`config.mk`:
```
export PLATFORM = sky130hd
export DESIGN_NAME = alu_op_sequencer
export DESIGN_NICKNAME = d
export VERILOG_FILES = /design/src/rtl/alu_defs.sv /design/src/rtl/alu_op_map.sv /design/src/rtl/alu_op_sequencer.sv
export SDC_FILE = /design/constraint.sdc
export NUM_CORES = 1
export LEC_CHECK = 0
export ABC_AREA = 1
export CORE_MARGIN = 2
export CORE_UTILIZATION = 40
export CTS_BUF_LIST = sky130_fd_sc_hd__clkbuf_8
export DETAILED_ROUTE_END_ITERATION = 12
export PLACE_DENSITY_LB_ADDON = 0.25
export SLEW_MARGIN = 20
export SYNTH_ARGS = -nofsm -noshare
export SYNTH_HDL_FRONTEND = slang
export SYNTH_SLANG_ARGS = --single-unit
export TNS_END_PERCENT = 5
```
`constraint.sdc`:
```
create_clock -name clock -period 3.8 [get_ports clock]
set_clock_uncertainty 0.2 [all_clocks]
set_input_delay 0.95 -clock clock [delete_from_list [all_inputs] [get_ports clock]]
set_output_delay 0.95 -clock clock [all_outputs]
set_load 0.03 [all_outputs]
```
`src/rtl/alu_defs.sv`:
```
// Shared definitions for the ALU op sequencer.
// Contents: ALU control codes, request opcodes, flag bit positions and
// the operand-select encodings used between alu_op_map and the top.
package alu_defs;

    // Control codes understood by the 32-bit ripple ALU
    localparam logic [2:0] ALU_ADD = 3'h2;
    localparam logic [2:0] ALU_SUB = 3'h3;
    localparam logic [2:0] ALU_AND = 3'h4;
    localparam logic [2:0] ALU_OR  = 3'h5;
    localparam logic [2:0] ALU_NOR = 3'h6;
    localparam logic [2:0] ALU_XOR = 3'h7;

    // Request opcodes seen on req_op
    localparam logic [2:0] OP_ADD = 3'd0;
    localparam logic [2:0] OP_SUB = 3'd1;
    localparam logic [2:0] OP_AND = 3'd2;
    localparam logic [2:0] OP_OR  = 3'd3;
    localparam logic [2:0] OP_NOR = 3'd4;
    localparam logic [2:0] OP_XOR = 3'd5;
    localparam logic [2:0] OP_SLT = 3'd6;
    localparam logic [2:0] OP_ABS = 3'd7;

    // Bit positions inside rsp_flags = {overflow, zero, negative}
    localparam int FLAG_OVF  = 2;
    localparam int FLAG_ZERO = 1;
    localparam int FLAG_NEG  = 0;

    // What drives ALU input A
    localparam logic       ASEL_OPA  = 1'b0;
    localparam logic       ASEL_ZERO = 1'b1;

    // What drives ALU input B
    localparam logic [1:0] BSEL_OPB  = 2'd0;
    localparam logic [1:0] BSEL_ZERO = 2'd1;
    localparam logic [1:0] BSEL_OPA  = 2'd2;

    // Resolve a B-select code into the actual operand value
    function automatic logic [31:0] pick_b(input logic [1:0] sel,
                                           input logic [31:0] opa,
                                           input logic [31:0] opb);
        logic [31:0] value;
        value = opb;
        case (sel)
            BSEL_ZERO: value = 32'd0;
            BSEL_OPA:  value = opa;
            default:   value = opb;
        endcase
        return value;
    endfunction

endpackage

```
`src/rtl/alu_op_map.sv`:
```
// Combinational mapping from (request op, pass, captured sign) to the
// ALU control code and the operand selects for that pass.
// Only ABS is two-pass: pass 0 probes the sign with A+0, pass 1 either
// negates (0-A) or passes A through (A+0).
module alu_op_map
    import alu_defs::*;
(
    input  logic [2:0] op,
    input  logic       pass,
    input  logic       neg_capture,
    output logic [2:0] control,
    output logic       a_sel,
    output logic [1:0] b_sel
);

    // Decode the op into control code and operand routing for this pass
    always_comb begin
        control = ALU_ADD;
        a_sel   = ASEL_OPA;
        b_sel   = BSEL_OPB;
        case (op)
            OP_ADD: control = ALU_ADD;
            OP_SUB: control = ALU_SUB;
            OP_AND: control = ALU_AND;
            OP_OR:  control = ALU_OR;
            OP_NOR: control = ALU_NOR;
            OP_XOR: control = ALU_XOR;
            OP_SLT: control = ALU_SUB;
            OP_ABS: begin
                if (pass && neg_capture) begin
                    control = ALU_SUB;
                    a_sel   = ASEL_ZERO;
                    b_sel   = BSEL_OPA;
                end else begin
                    control = ALU_ADD;
                    b_sel   = BSEL_ZERO;
                end
            end
            default: control = ALU_ADD;
        endcase
    end

endmodule

```
`src/rtl/alu_op_sequencer.sv`:
```
// Initiator-side controller for the 32-bit ripple ALU.
// Accepts a request, drives the ALU from registers, waits ALU_LATENCY
// cycles per pass, then returns result and flags on a valid/ready channel.
// SLT is derived from a subtraction; ABS takes two ALU passes.
// Optional build macro ALU_STICKY_OVF_EN adds sticky_ovf / ovf_clear.
module alu_op_sequencer
    import alu_defs::*;
#(
    parameter int ALU_LATENCY = 1
)
(
    input  logic        clock,
    input  logic        reset,
    input  logic        req_valid,
    output logic        req_ready,
    input  logic [2:0]  req_op,
    input  logic [31:0] req_a,
    input  logic [31:0] req_b,
    output logic        rsp_valid,
    input  logic        rsp_ready,
    output logic [31:0] rsp_data,
    output logic [2:0]  rsp_flags,
    output logic [31:0] alu_A,
    output logic [31:0] alu_B,
    output logic [2:0]  alu_control,
    input  logic [31:0] alu_out,
    input  logic        alu_overflow,
    input  logic        alu_zero,
    input  logic        alu_negative
`ifdef ALU_STICKY_OVF_EN
    ,
    input  logic        ovf_clear,
    output logic        sticky_ovf
`endif
);

    localparam logic [1:0] IDLE = 2'd0;
    localparam logic [1:0] EXEC = 2'd1;
    localparam logic [1:0] RESP = 2'd2;

    localparam logic [1:0] LAST_COUNT = 2'(ALU_LATENCY - 1);

    logic [1:0]  state;
    logic        pass_q;
    logic [1:0]  count_q;
    logic [2:0]  op_q;
    logic [31:0] a_q;
    logic [31:0] b_q;

    logic [2:0]  map_op;
    logic        map_pass;
    logic [31:0] map_a;
    logic [31:0] map_b;
    logic [2:0]  map_control;
    logic        map_a_sel;
    logic [1:0]  map_b_sel;
    logic [31:0] drive_a;
    logic [31:0] drive_b;

    logic        last_count;
    logic        abs_first;
    logic        capture_done;
    logic [2:0]  cap_flags;
    logic [31:0] cap_data;

    assign req_ready = (state == IDLE);

    alu_op_map u_map (
        .op          (map_op),
        .pass        (map_pass),
        .neg_capture (alu_negative),
        .control     (map_control),
        .a_sel       (map_a_sel),
        .b_sel       (map_b_sel)
    );

    // In IDLE the map sees the incoming request for pass 0; otherwise it
    // sees the latched request and prepares pass 1 from the live sign bit
    always_comb begin
        map_op   = op_q;
        map_pass = 1'b1;
        map_a    = a_q;
        map_b    = b_q;
        if (state == IDLE) begin
            map_op   = req_op;
            map_pass = 1'b0;
            map_a    = req_a;
            map_b    = req_b;
        end
        drive_a = (map_a_sel == ASEL_ZERO) ? 32'd0 : map_a;
        drive_b = pick_b(map_b_sel, map_a, map_b);
    end

    // Pass bookkeeping and the value captured when the final pass completes
    always_comb begin
        last_count   = (count_q == LAST_COUNT);
        abs_first    = (op_q == OP_ABS) && !pass_q;
        capture_done = (state == EXEC) && last_count && !abs_first;
        cap_flags            = 3'b000;
        cap_flags[FLAG_OVF]  = alu_overflow;
        cap_flags[FLAG_ZERO] = alu_zero;
        cap_flags[FLAG_NEG]  = alu_negative;
        cap_data = alu_out;
        if (op_q == OP_SLT) begin
            cap_data = {31'b0, alu_negative ^ alu_overflow};
        end
    end

    // Main FSM: accept, run one or two timed ALU passes, hold the response
    always_ff @(posedge clock or negedge reset) begin
        if (!reset) begin
            state       <= IDLE;
            pass_q      <= 1'b0;
            count_q     <= 2'd0;
            op_q        <= OP_ADD;
            a_q         <= 32'd0;
            b_q         <= 32'd0;
            rsp_valid   <= 1'b0;
            rsp_data    <= 32'd0;
            rsp_flags   <= 3'b000;
            alu_A       <= 32'd0;
            alu_B       <= 32'd0;
            alu_control <= ALU_ADD;
        end else begin
            case (state)
                IDLE: begin
                    if (req_valid) begin
                        op_q        <= req_op;
                        a_q         <= req_a;
                        b_q         <= req_b;
                        alu_A       <= drive_a;
                        alu_B       <= drive_b;
                        alu_control <= map_control;
                        pass_q      <= 1'b0;
                        count_q     <= 2'd0;
                        state       <= EXEC;
                    end
                end
                EXEC: begin
                    if (!last_count) begin
                        count_q <= count_q + 2'd1;
                    end else if (abs_first) begin
                        alu_A       <= drive_a;
                        alu_B       <= drive_b;
                        alu_control <= map_control;
                        pass_q      <= 1'b1;
                        count_q     <= 2'd0;
                    end else begin
                        rsp_data  <= cap_data;
                        rsp_flags <= cap_flags;
                        rsp_valid <= 1'b1;
                        state     <= RESP;
                    end
                end
                RESP: begin
                    if (rsp_ready) begin
                        rsp_valid <= 1'b0;
                        state     <= IDLE;
                    end
                end
                default: state <= IDLE;
            endcase
        end
    end

`ifdef ALU_STICKY_OVF_EN
    // Sticky overflow: set by any captured overflowing response, set beats clear
    always_ff @(posedge clock or negedge reset) begin
        if (!reset) begin
            sticky_ovf <= 1'b0;
        end else if (capture_done && cap_flags[FLAG_OVF]) begin
            sticky_ovf <= 1'b1;
        end else if (ovf_clear) begin
            sticky_ovf <= 1'b0;
        end
    end
`else
    logic unused_capture;
    assign unused_capture = capture_done;
`endif

endmodule

```
-- Word-level counts from Yosys, hierarchy flattened
Cells that the tools add are included.
- word-level logic and storage cells: 91
- register bits after elaboration: 175
- output and inout bits: 104
- input bits: 106
- add/subtract/negate cells: 1
- bitwise operators: 2
- equality and inequality tests: 19
- muxes and demuxes: 42
- reduce and logical (&&, ||, !) cells: 15
- operators with widths (operator ; number):
    2-to-1 mux 32 bit ; 10
    one-hot mux 32 bit (2 select lines) ; 3
    one-hot mux 3 bit (7 select lines) ; 1
    equality test 3 bit, second input constant ; 6
    2-to-1 mux 2 bit ; 9
    2-to-1 mux 3 bit ; 4
    AND reduction 4 bit ; 3
    2-to-1 mux 1 bit ; 10
    inequality test 2 bit, second input constant ; 5
    equality test 3 x 2 -> 1 bit, second input constant ; 2
    one-hot mux 2 bit (3 select lines) ; 1
    one-hot mux 3 bit (2 select lines) ; 1
    AND reduction 3 bit ; 2
    equality test 2 x 1 -> 1 bit, second input constant ; 2
    equality test 2 bit, second input constant ; 2
    zero test 2 bit ; 2
    one-hot mux 1 bit (2 select lines) ; 2
    one-hot mux 2 bit (2 select lines) ; 1
    nonzero test 2 bit ; 2
    equality test 3 x 1 -> 1 bit, second input constant ; 1
    zero test 3 bit ; 1
    inequality test 3 bit, second input constant ; 1
    adder 2 x 1 -> 2 bit, second input constant ; 1
    logical AND 1 bit ; 2
    5 further kinds ; 5

-- Logic depth before layout (Yosys ltp)
Gate-level depths: netlist (run 1).
- depth in word-level cells: 10
- mapped depth: 10
- gate-level depth less buffers: 9

-- Modules after synthesis
Synthesis (run 1) repeated with hierarchy kept, for this count alone.
- cells, all modules: 1168
- area total of the unflattened synthesis: 8461.9 um2
- modules (own cells, without submodules) (module ; area each (um2) ; cells each ; seq. area each (um2) ; instances):
    alu_op_sequencer ; 8401.8 ; 1157 ; 4380.5 ; 1
    alu_op_map ; 60.1 ; 11 ; 0.0 ; 1

-- Worst setup path before layout (run 1)
Ideal clock, no wire load.
- path kind: reg-to-output
- start: register state[0]
- end: output port req_ready
- path buffers: 3
- arrival time: 1144 ps
- cell stages (with the launch flop): 5
- data required time: 2650 ps
- slack: 1506 ps
- cell sequence: dfrtp_1 nor2_4 buf_4 buf_6 buf_2
- cells in the longest elaborated chain, start to end: 1
- ends and longest elaborated chain (element ; line ; source):
    start: declaration ; alu_op_sequencer.sv:43 ; logic [1:0] state;
    start signal: assignment ; alu_op_sequencer.sv:112 ; state <= IDLE;
    start signal: assignment ; alu_op_sequencer.sv:136 ; state <= EXEC;
    start signal: assignment ; alu_op_sequencer.sv:152 ; state <= RESP;
    zero test 2 bit ; alu_op_sequencer.sv:66 ; assign req_ready = (state == IDLE);
    end: declaration ; alu_op_sequencer.sv:15 ; output logic req_ready,
Every way passes these cells.

-- Worst setup path in the final report (run 1)
Same ends and word-level chain as after synthesis.

==> flow_results.org, run 1 <==
** Status
- Run status :: finished, final reports clean

** Critical path
- Required arrival time at the worst endpoint :: 2.65 ns
- Critical Path Source Type :: flip-flop
- Critical register-to-register path startpoint :: state[0]$_DFFE_PN0P_
- Type of the worst setup path :: reg2out
- The critical path goes through nor2_4, clkdlybuf4s50_1.
- R2r setup slk :: 1.17 ns
- Together, buffers and inverters on the worst path number 1.
- The slowest stage of the critical path is the sky130_fd_sc_hd__clkdlybuf4s50_1 cell.
- On the critical path the largest part of the delay comes from buffers and inverters.
- Number of cells on the worst reg-to-reg path :: 7
- Following the worst setup path forward leads to its endpoint at req_ready.
- The critical path crosses 2 cells after its start point.
- In this design, the stage delay of the slowest critical-path cell is 0.74 ns.
- Arrival time of data at the critical path endpoint :: 1.85 ns
- First element of the critical path :: state[0]$_DFFE_PN0P_
- The worst setup path is captured at an output port.
- The endpoint identified for the worst register-to-register timing path is alu_A[0]$_DFFE_PN0P_.
- Of all nets on the critical path, the largest fanout is 7.

** Detailed routing
- The pre-antenna-repair detailed-routing pass consisted of 7 iterations.
- Number of vias per cell after detailed routing :: 4.70
- Dividing the detail-routed wire length by the instance count gives 14.0 um.
- Summing over every cut layer, the via total after detailed routing is 6,912.
- Final ANT Viol Nets :: 0
- Summed over all nets, wire length on met3 after detailed routing comes to 1320 um.
- DRC violation total after the first TritonRoute iteration :: 360
- The routed design uses 9380 um of met2 wire.
- The detailed router put a total of 9560 um of wire on met1.
- Total routed wirelength :: 20,600 um
- Top routing layer in use :: met4
- For this run, design rule violations remaining after detail routing come to 0.

** STA
- After routing, the total negative slack on setup checks comes to 0 ns.
- The number of pins exceeding their max-slew limit in the final report is 0.
- The worst path uses 78.9% of the clock period.
- The worst pin sits at a relative slew slack of 32.9%.
- Final hold analysis gives a worst-case slack of 0.283 ns.
- Setup violations remaining at the end of the flow were counted as 0.
- Setup repair after global routing left no endpoint under its margin.
- Minimum period implied by the final worst setup slack :: 3.00 ns
- Based on the critical path, the design can be clocked at up to 333 MHz.
- Hold Violations, Final :: 0
- Transition time of the tightest slew-check pin :: 1.01 ns

** Die
- Measured along the x axis, the die boundary spans 145 um.
- The floorplan step set the die height to 145 um.
- The floorplan has 51 rows.
- IO Count :: 210
- Total Die Area :: 21,200 um2
- The core region is 19,500 um2.
- Once the floorplan was initialized, standard cells occupied 41.0% of the core.

** Logic synthesis
- Summing the areas of all compound-gate instances in the mapped netlist gives 10.5% of the synthesized area.
- Number of register bits inferred by synthesis :: 175
- Count of synthesis-stage warnings from yosys :: 0
- Post-synthesis cell type with the largest combined area :: sky130_fd_sc_hd__dfrtp_1
- By area, the combinational part of the netlist is dominated by simple AND/OR/NAND/NOR gates.
- List of most frequent post-synthesis cells :: sky130_fd_sc_hd__nand2_1 (404), sky130_fd_sc_hd__dfrtp_1 (174), sky130_fd_sc_hd__o21ai_0 (144)
- Leading cell types by total area after synthesis :: sky130_fd_sc_hd__dfrtp_1 (54%), sky130_fd_sc_hd__nand2_1 (19%), sky130_fd_sc_hd__o21ai_0 (9.0%), sky130_fd_sc_hd__inv_1 (3.6%), sky130_fd_sc_hd__nor2_1 (3.6%)
- Share of synthesized area occupied by flip-flops and latches :: 54.7%
- Post-synth top area share :: 54.4%
- Of the total synthesized cell area, the portion taken by full adders, half adders and majority gates is 0.313%.
- Post-synth ARST share :: 100%
- A synthesized cell averages 7.89 um2.
- Of the total synthesized cell area, the portion taken by AND, OR, NAND and NOR gates is 25.5%.
- Number of unique standard cell types used by synthesis :: 22
- Count of flip-flops with a built-in enable after synthesis :: 0
- Most repeated cell in the gate-level netlist after synthesis :: sky130_fd_sc_hd__nand2_1
- Mapped Nets :: 1,123
- Number of instances in the synthesized netlist :: 1,015
- Multiplexer cells account for 1.13% of the synthesized area.
- Cell area after synthesis :: 8000 um2
- Post-synth top flop :: sky130_fd_sc_hd__dfrtp_1
- Share of the synthesized netlist area taken by xor and xnor gates :: 0.219%

** GRT
- Total gr overflow :: 0
- The first global-routing pass estimated 33,900 um of wire.
- Entering global routing, the biggest net connects 79 pins.
- Total routing usage reported by global routing :: 19.7%
- Number of global-route vias before repair :: 6,447
- Antenna violations before repair :: 0

** Placed design
- At the end of routability-driven placement, the weighted congestion stood at 0.753.
- Count of input and output buffers :: 209
- Dpl hpwl :: 13,600 um

** Finish
- The final layout contains 1,303 nets.
- Share of layout cells above drive strength 1 :: 5.14%
- Fill cells :: 1,878
- Count of antenna diodes in the layout :: 0
- The area growth from synthesis to layout is 33.8%.

** Power and ir drop
- Sw power :: 4.41 mW
- In this run switching power makes up 44.8% of total power.
- In this run, the clock network consumes 14.2% of the power.
- Power per cell area :: 919 nW/um2
- IR analysis of the VDD net gives a maximum drop of 382 uV.
- Cell internal power was estimated by the tool at 5.44 mW.
- In this run, flip-flops and latches consume 33.2% of the power.
- Combinational logic burns 52.6% of the power.
- Total leakage power :: 5.20 nW

** CTS
- Clock tree buffer depth :: 2
- Clock tree synthesis selected as its root buffer the cell sky130_fd_sc_hd__clkbuf_8.
- Post-CTS timing repair inserted 0 buffers for setup.
- Max H-tree Level :: 4
- Number of CTS-inserted buffers :: 17
- Count of hold-fix buffers inserted at cts :: 0
- Clock tree sinks :: 175
- Reg clk slew, reported paths :: 0.08 ns
- For the worst-skew pair, the clock arrives at the later sink with an insertion delay of 0.45 ns.
- TritonCTS built the clock tree.
- Gates resized during post-CTS repair numbered 0.

** Worst hold path
- Worst min-delay path class :: reg2reg

** Run
- Max capacitance violation total :: 0
## cell type report
cell class	instances	area (um2)	area share (%)
well taps	265	332	3.10
clock inverters	9	131	1.23
repair buffers	221	2230	20.9
flip-flops and latches	175	4380	40.9
clock buffers	22	303	2.83
inverters	79	297	2.77
multi-input cells	701	3040	28.3
## per-stage QoR
stage / setup WS [ns] / area (um2) / utilization (%) / total power [mW] / instances
final: 0.800 / 10700 / 54.9 / 9.85 / 1472
after global routing: 0.734 / 10700 / 54.9 / 10.6 / 1472
after CTS: 0.753 / 10700 / 54.8 / 9.97 / 1472
after detailed placement: 0.825 / 10300 / 52.6 / 8.53 / 1441
after global placement: 0.864 / 10300 / 52.6 / 8.43 / 1441
after floorplan: 1.51 / 8000 / - / 6.67 / 1015
## layer usage
metal	global-route usage (%)	vias up
li1	-	3518
met1	26.8	3188
met2	30.7	178
met3	5.36	28
met4	6.52	0
met5	0	-
## registers in the layout (all words and copies together), names as in the netlist
signal / cells
a_q: 32
alu_A: 32
alu_B: 32
b_q: 32
rsp_data: 32
alu_control: 3
op_q: 3
rsp_flags: 3
count_q: 2
state: 2
pass_q: 1
rsp_valid: 1
## placed cells by master, fill, tap and decap left out, types with 3 or more instances in the layout
master and n:
sky130_fd_sc_hd__nand2_1 402, sky130_fd_sc_hd__clkdlybuf4s50_1 208, sky130_fd_sc_hd__dfrtp_1 174, sky130_fd_sc_hd__o21ai_0 144, sky130_fd_sc_hd__inv_1 78, sky130_fd_sc_hd__nor2_1 76, sky130_fd_sc_hd__nand3_1 33, sky130_fd_sc_hd__clkbuf_8 22
sky130_fd_sc_hd__o21ai_1 14, sky130_fd_sc_hd__a21oi_1 8, sky130_fd_sc_hd__mux2_2 8, sky130_fd_sc_hd__buf_4 8, sky130_fd_sc_hd__buf_12 4, sky130_fd_sc_hd__nand2_4 3, sky130_fd_sc_hd__nand4_1 3, sky130_fd_sc_hd__bufinv_16 3
## tightest hold or removal path: stages, from the launching register on
cell and delay (ns):
sky130_fd_sc_hd__dfrtp_1 0.34, sky130_fd_sc_hd__nand2_1 0.05, sky130_fd_sc_hd__o21ai_0 0.06
## logic make-up after synthesis
kind of cell | after synthesis
fa+ha+maj | 2
compound gates | 167
xor+xnor | 2
flops | 175
buf+inv | 139
mux | 8
simple gates | 522
## power by group through the flow
stage | Combinational (mW) | Sequential (mW) | Clock (mW)
floorplan | 2.45 | 4.22 | 0
global placement | 5.15 | 3.28 | 0
detailed placement | 5.24 | 3.29 | 0
CTS | 5.25 | 3.27 | 1.45
global route | 5.73 | 3.38 | 1.52
finish | 5.18 | 3.27 | 1.40
## how the worst min path moves through the flow
stage	cells past startpoint	startpoint	endpoint
final	2	b_q[10]$_DFFE_PN0P_	b_q[10]$_DFFE_PN0P_
after global routing	2	alu_A[2]$_DFFE_PN0P_	alu_A[2]$_DFFE_PN0P_
after CTS	2	alu_A[2]$_DFFE_PN0P_	alu_A[2]$_DFFE_PN0P_
after detailed placement	2	alu_A[2]$_DFFE_PN0P_	alu_A[2]$_DFFE_PN0P_
after global placement	2	b_q[0]$_DFFE_PN0P_	b_q[0]$_DFFE_PN0P_
after floorplan	2	a_q[0]$_DFFE_PN0P_	a_q[0]$_DFFE_PN0P_
No activity file was read; power rests on OpenSTA's default activity.
==> inputs of run 2 (changes only) <==
==> constraint.sdc (replaced) <==
create_clock -name clock -period 2.7 [get_ports clock]
set_clock_uncertainty 0.2 [all_clocks]
set_input_delay 0.675 -clock clock [delete_from_list [all_inputs] [get_ports clock]]
set_output_delay 0.675 -clock clock [all_outputs]
set_load 0.03 [all_outputs]
==> flow_results.org, run 2 (synthesis results as in run 1) <==
** Status
- Run status :: finished, violations left
- The final reports fail on hold timing.

** Detailed routing
- The count of nets left with antenna violations once routing finished came out at 0.
- Number of vias per cell after detailed routing :: 4.68
- After detailed routing, the average wire length per cell comes to 14.0 um.
- The routed layout has 6,910 vias.
- Post-detailed-route DRC marker count :: 0
- Summed over all layers, the routed wires come to 20,700 um.
- After the first detailed-routing iteration, the DRC count stood at 362.
- The first detailed-routing pass ran for 5 iterations.

** CTS
- The clock passes through at most 2 buffers.
- TritonCTS built the clock tree.
- Clock tree sinks :: 175
- Reg clk slew, reported paths :: 0.08 ns
- Number of CTS-inserted buffers :: 17
- Setup bufs post-CTS :: 0
- The cell sitting at the root of the clock tree is a sky130_fd_sc_hd__clkbuf_8.
- Gates resized during post-CTS repair numbered 0.
- The H-tree was split into 4 levels.
- Clock latency on the worst-skew pair, taken at its later pin, is 0.45 ns.
- Count of hold-fix buffers inserted at cts :: 0

** Critical path
- In this run the register-to-register setup slack is 0.47 ns.
- The worst setup path is launched from a flip-flop.
- Max incr delay on CP :: 0.68 ns
- The setup path with the least slack is of type reg2out.
- Crit. path cell count :: 1
- STA classifies the critical path endpoint as an output port.
- Critical path buffers and inverters :: 1
- Required arrival time at the worst endpoint :: 1.82 ns
- Number of cells on the worst reg-to-reg path :: 8
- Broken down by cell family, the worst path's largest delay share belongs to buffers and inverters.
- Arrival time of data at the critical path endpoint :: 1.66 ns
- The slowest stage of the critical path belongs to the cell sky130_fd_sc_hd__clkdlybuf4s50_1.
- Maximum fanout along the worst path :: 2
- Cell chain of the critical path :: clkdlybuf4s50_1

** STA
- Static timing analysis puts the maximum clock frequency at 394 MHz.
- The number of pins exceeding their max-slew limit in the final report is 0.
- Hold Violations, Final :: 4
- Transition time of the tightest slew-check pin :: 0.649 ns
- Subtracting the final worst setup slack from the clock period gives 2.54 ns.
- Final total negative setup slack :: 0 ns
- Hold slack :: -0.00443 ns
- The worst path uses 94.1% of the clock period.
- Setup violations remaining at the end of the flow were counted as 0.
- Normalized max-slew margin :: 56.7%
- Setup repair after global routing missed its margin :: no

** Placed design
- Dpl hpwl :: 14,100 um
- The congestion estimate from routability-driven global placement came to 0.755.
- Count of input and output buffers :: 209

** GRT
- Largest net degree at the start of global routing :: 75
- Number of global-route vias before repair :: 6,744
- Wire length of the first global-routing pass :: 34,700 um
- Total gr overflow :: 0
- Across every metal layer, demand over resource in global routing totals 20.1%.
- Antenna violations before repair :: 0

** Power and ir drop
- Highest ir drop seen on vdd :: 600 uV
- Power per cell area :: 1290 nW/um2
- Total leakage power :: 5.26 nW

** Worst hold path
- The min-delay analysis places its worst path in the category in2async.

** Finish
- After filler insertion, the fill cell instance count of the layout stands at 1,856.
- Most common cell after layout, fill and taps aside :: sky130_fd_sc_hd__nand2_1
- The area growth from synthesis to layout is 34.8%.
- Leaving out fill and tap cells, the most frequent cells in the layout are sky130_fd_sc_hd__nand2_1 (402), sky130_fd_sc_hd__clkdlybuf4s50_1 (207), sky130_fd_sc_hd__dfrtp_1 (174).
- 0 antenna diodes ended up in the layout.
- Final-stage net count :: 1,310
- Once layout is complete, the utilization of the core stands at 55.2%.
- Share of layout cells above drive strength 1 :: 5.36%

** Die
- The die is 145 um tall.
- The initialized floorplan defines 51 standard-cell rows.
- Die width :: 145 um
- The floorplan step defined a die boundary enclosing 21,200 um2.
- IO Count :: 210
- The region available for standard cell placement spans 19,500 um2.
- Effective utilization at floorplan :: 41.0%

** Run
- The tool flagged a number of max-cap violations equal to 0.
## run 2: power by group
part | leakage (nW) | internal, mW | total [mW] | switching [mW]
combinational | 2.86 | 2.81 | 7.37 | 4.57
sequential | 2.17 | 3.90 | 4.62 | 0.722
clock | 0.224 | 1.03 | 1.93 | 0.901
## run 2: metal layers
metal / share of wire [%] / track usage, %
met3: 6.5 / 5.77
met4: 0.90 / 4.95
met1: 46 / 26.7
met5: 0 / 0
met2: 47 / 32.5
## run 2: final timing paths
path                                            start                  endpoint
max                        alu_control[1]$_DFFE_PN1P_            alu_control[1]
min reg2reg                      alu_A[0]$_DFFE_PN0P_      alu_A[0]$_DFFE_PN0P_
max in group asynchronous                       reset     alu_A[14]$_DFFE_PN0P_
min in group clock               alu_A[0]$_DFFE_PN0P_      alu_A[0]$_DFFE_PN0P_
min                                             reset  rsp_data[14]$_DFFE_PN0P_
max reg2reg                      state[0]$_DFFE_PN0P_     alu_A[14]$_DFFE_PN0P_
## run 2: final cells by class
| type | count | area [um2] | area share (%) |
|---|---|---|---|
| Inverter | 79 | 297 | 2.75 |
| Clock buffer | 19 | 262 | 2.42 |
| Tap cell | 265 | 332 | 3.07 |
| Multi-Input combinational cell | 701 | 3030 | 28.1 |
| Timing Repair Buffer | 228 | 2330 | 21.6 |
| Clock inverter | 11 | 151 | 1.40 |
| Sequential cell | 175 | 4380 | 40.6 |
## run 2: per-stage QoR
step	power [mW]	cells	setup WS (ns)	cell area, um2
after floorplan	9.39	1015	0.681	8000
after global placement	12.0	1448	0.238	10400
after detailed placement	12.1	1448	0.180	10400
after CTS	14.1	1478	0.123	10800
after global routing	15.1	1478	0.0999	10800
final	13.9	1478	0.161	10800
==> inputs of run 3 (changes only) <==
--- a/config.mk
+++ b/config.mk
@@ -11,6 +11,7 @@
 export CTS_BUF_LIST = sky130_fd_sc_hd__clkbuf_8
 export DETAILED_ROUTE_END_ITERATION = 12
 export PLACE_DENSITY_LB_ADDON = 0.25
+export REMOVE_ABC_BUFFERS = 1
 export SLEW_MARGIN = 20
 export SYNTH_ARGS = -nofsm -noshare
 export SYNTH_HDL_FRONTEND = slang
==> flow_results.org, run 3 (synthesis results as in run 1) <==
** STA
- Setup repair after global routing left no endpoint under its margin.
- Subtracting the final worst setup slack from the clock period gives 2.53 ns.
- Number of slew-limit violations in the final report :: 0
- The number of hold-slack violations in the final timing report is 0.
- Number of setup violations in the final report :: 0
- Final period utilization :: 93.6%
- Max Clock Freq :: 396 MHz
- Normalized max-slew margin :: 54.9%
- Across all hold checks on the routed design, the worst slack comes to 0.286 ns.
- Transition time of the tightest slew-check pin :: 0.675 ns

** CTS
- Insertion delay of the later-clocked pin in the worst-skew pair :: 0.47 ns
- Clock tree sinks :: 175
- Setup bufs post-CTS :: 0
- Max H-tree Level :: 4
- The clock passes through at most 2 buffers.
- CTS tree :: done
- Reg clk slew, reported paths :: 0.09 ns
- Clock tree synthesis inserted a total of 17 buffers.
- The tree is rooted in a sky130_fd_sc_hd__clkbuf_8.

** Finish
- Finished layout cell area :: 10,700 um2
- Commonest cells after routing, fill and taps aside :: sky130_fd_sc_hd__nand2_1 (402), sky130_fd_sc_hd__clkdlybuf4s50_1 (207), sky130_fd_sc_hd__dfrtp_1 (174)
- Share of layout cells above drive strength 1 :: 5.83%
- Counting the fill cells in the layout gives 1,864.
- Post-route core utilization :: 55.0%
- Count of antenna diodes in the layout :: 0
- Relative area change from synthesis to final layout :: 34.2%
- Final-stage net count :: 1,313
- Leaving out fill and tap cells, the most frequent cell in the layout is sky130_fd_sc_hd__nand2_1.
- Final non-filler cell total :: 1,483

** Critical path
- Critical path buffers and inverters :: 1
- STA classifies the critical path endpoint as an output port.
- Max incr delay on CP :: 0.66 ns
- The worst register-to-register path begins at state[0]$_DFFE_PN0P_.
- Type of the worst setup path :: reg2out
- The worst register-to-register path has a depth of 7.
- Required arrival time at the worst endpoint :: 1.82 ns
- Family of cells with the greatest summed delay on the critical path :: buffers and inverters
- For this design, the slowest cell found on the critical path is sky130_fd_sc_hd__clkdlybuf4s50_1.
- Cell chain of the critical path :: clkdlybuf4s50_1
- Setup slack on the worst reg-to-reg path comes out at 0.51 ns.
- Of all nets on the critical path, the largest fanout is 2.
- Data on the critical path arrives at its endpoint at 1.65 ns.
- The worst setup path is launched from a flip-flop.
- Endpoint of the lowest-slack register-to-register path :: a_q[1]$_DFFE_PN0P_

** Power and ir drop
- Total leakage power :: 5.22 nW
- The analysis attributes to net switching a power of 6.30 mW.
- Of the total power, combinational logic draws 53.7%.
- Of the total power, registers draw 33.7%.
- The design draws 13.8 mW.
- Net switching is 45.8% of the power.
- Power per cell area :: 1280 nW/um2
- Highest ir drop seen on vdd :: 754 uV
- Share of total power in the clock network :: 12.7%
- Internal power component :: 7.45 mW

** Die
- Die height :: 145 um
- IO Count :: 210
- Core region area :: 19,500 um2
- Total Die Area :: 21,200 um2
- The initialized floorplan defines 51 standard-cell rows.
- Effective utilization at floorplan :: 41.0%
- Die width :: 145 um

** Worst hold path
- For hold timing, the worst endpoint is alu_A[13]$_DFFE_PN0P_.
- The path class of the tightest hold or removal check is reg2reg.
- The startpoint identified for the worst hold timing path is alu_A[13]$_DFFE_PN0P_.
- Along the worst hold path, the cell count comes to 2.

** GRT
- The number of global-route vias before repair came to 6,593.
- Total routing usage reported by global routing :: 20.0%
- The first global-routing pass estimated 34,200 um of wire.
- After global routing the overflow that remains totals 0.
- Entering global routing, the biggest net connects 104 pins.
- Antenna violations before repair :: 1

** Placed design
- The congestion estimate from routability-driven global placement came to 0.798.
- Detailed placement ended at an HPWL of 14,000 um.
- Summing all placed instances gives a cell area of 10,400 um2.
- Number of cells in the design after placement :: 1,450
- Count of input and output buffers :: 209

** Detailed routing
- Detailed-route via count :: 7,012
- Number of vias per cell after detailed routing :: 4.73
- Once detail routing completed, the nets flagged for antenna violations numbered 0.
- The detailed router put a total of 9430 um of wire on met1.
- Met3 routed WL :: 1840 um
- Post-detailed-route DRC marker count :: 0
- After detailed routing, the total wire length is 20,900 um.
- Met2 Wirelength :: 9360 um
- Top routing layer in use :: met5
- Number of detailed-routing iterations run before antenna repair :: 5
- DR WL/cell :: 14.1 um
- DRC violation total after the first TritonRoute iteration :: 337

** Run
- Max-cap violations in this run came to 0.

** Status
- The run finished with clean final reports.
run 3: changes by cell type in the layout (fill, tap and decap cells not counted), sizes merged:
cell         before  now
buf              21   23
bufinv            4    1
clkbuf           19   18
clkinv            1    3
clkinvlp          1    4
dlygate4sd3       0    1
inv              84   85
run 3: area by class of cell:
type / instances / area, um2 / area share, %
flip-flops and latches: 175 / 4380 / 40.8
well taps: 265 / 332 / 3.09
clock buffers: 18 / 248 / 2.31
clock inverters: 14 / 120 / 1.12
inverters: 79 / 297 / 2.76
repair buffers: 231 / 2330 / 21.7
multi-input cells: 701 / 3030 / 28.2
run 3: per-stage QoR:
step / setup TNS (ns) / setup WS, ns
after CTS: 0 / 0.147
after global placement: 0 / 0.235
after detailed placement: 0 / 0.162
final: 0 / 0.172
after global routing: 0 / 0.119
after floorplan: -200.28 / -2.28
run 3: repair_timing:
item,4_1_cts,5_1_grt
setup endpoints to repair,0,0
hold buffers,1,0
hold endpoints to repair,42,0
gates resized for setup,0,0
run 3: routing by layer:
metal	global-route usage, %	vias up
li1	-	3533
met1	26.3	3234
met2	31.2	218
met3	7.74	25
met4	5.20	2
met5	0	-
run 3: worst max-delay path by stage:
stage / from / end / slack, ns / cells past startpoint
after global routing: alu_control[1]$_DFFE_PN1P_ / alu_control[1] / 0.12 / 1
after CTS: alu_control[1]$_DFFE_PN1P_ / alu_control[1] / 0.15 / 1
after floorplan: state[0]$_DFFE_PN0P_ / b_q[19]$_DFFE_PN0P_ / -2.28 / 3
after detailed placement: req_op[1] / alu_A[19]$_DFFE_PN0P_ / 0.16 / 8
after global placement: req_op[1] / alu_A[24]$_DFFE_PN0P_ / 0.24 / 8
final: alu_control[1]$_DFFE_PN1P_ / alu_control[1] / 0.17 / 1
run 3: power by group through the flow:
stage	combinational (mW)	clock (mW)	sequential, mW
2_1_floorplan	3.21	0	5.94
3_3_place_gp	7.32	0	4.64
3_5_place_dp	7.45	0	4.66
4_1_cts	7.46	1.79	4.63
5_1_grt	8.20	1.89	4.78
6_report	7.38	1.74	4.63
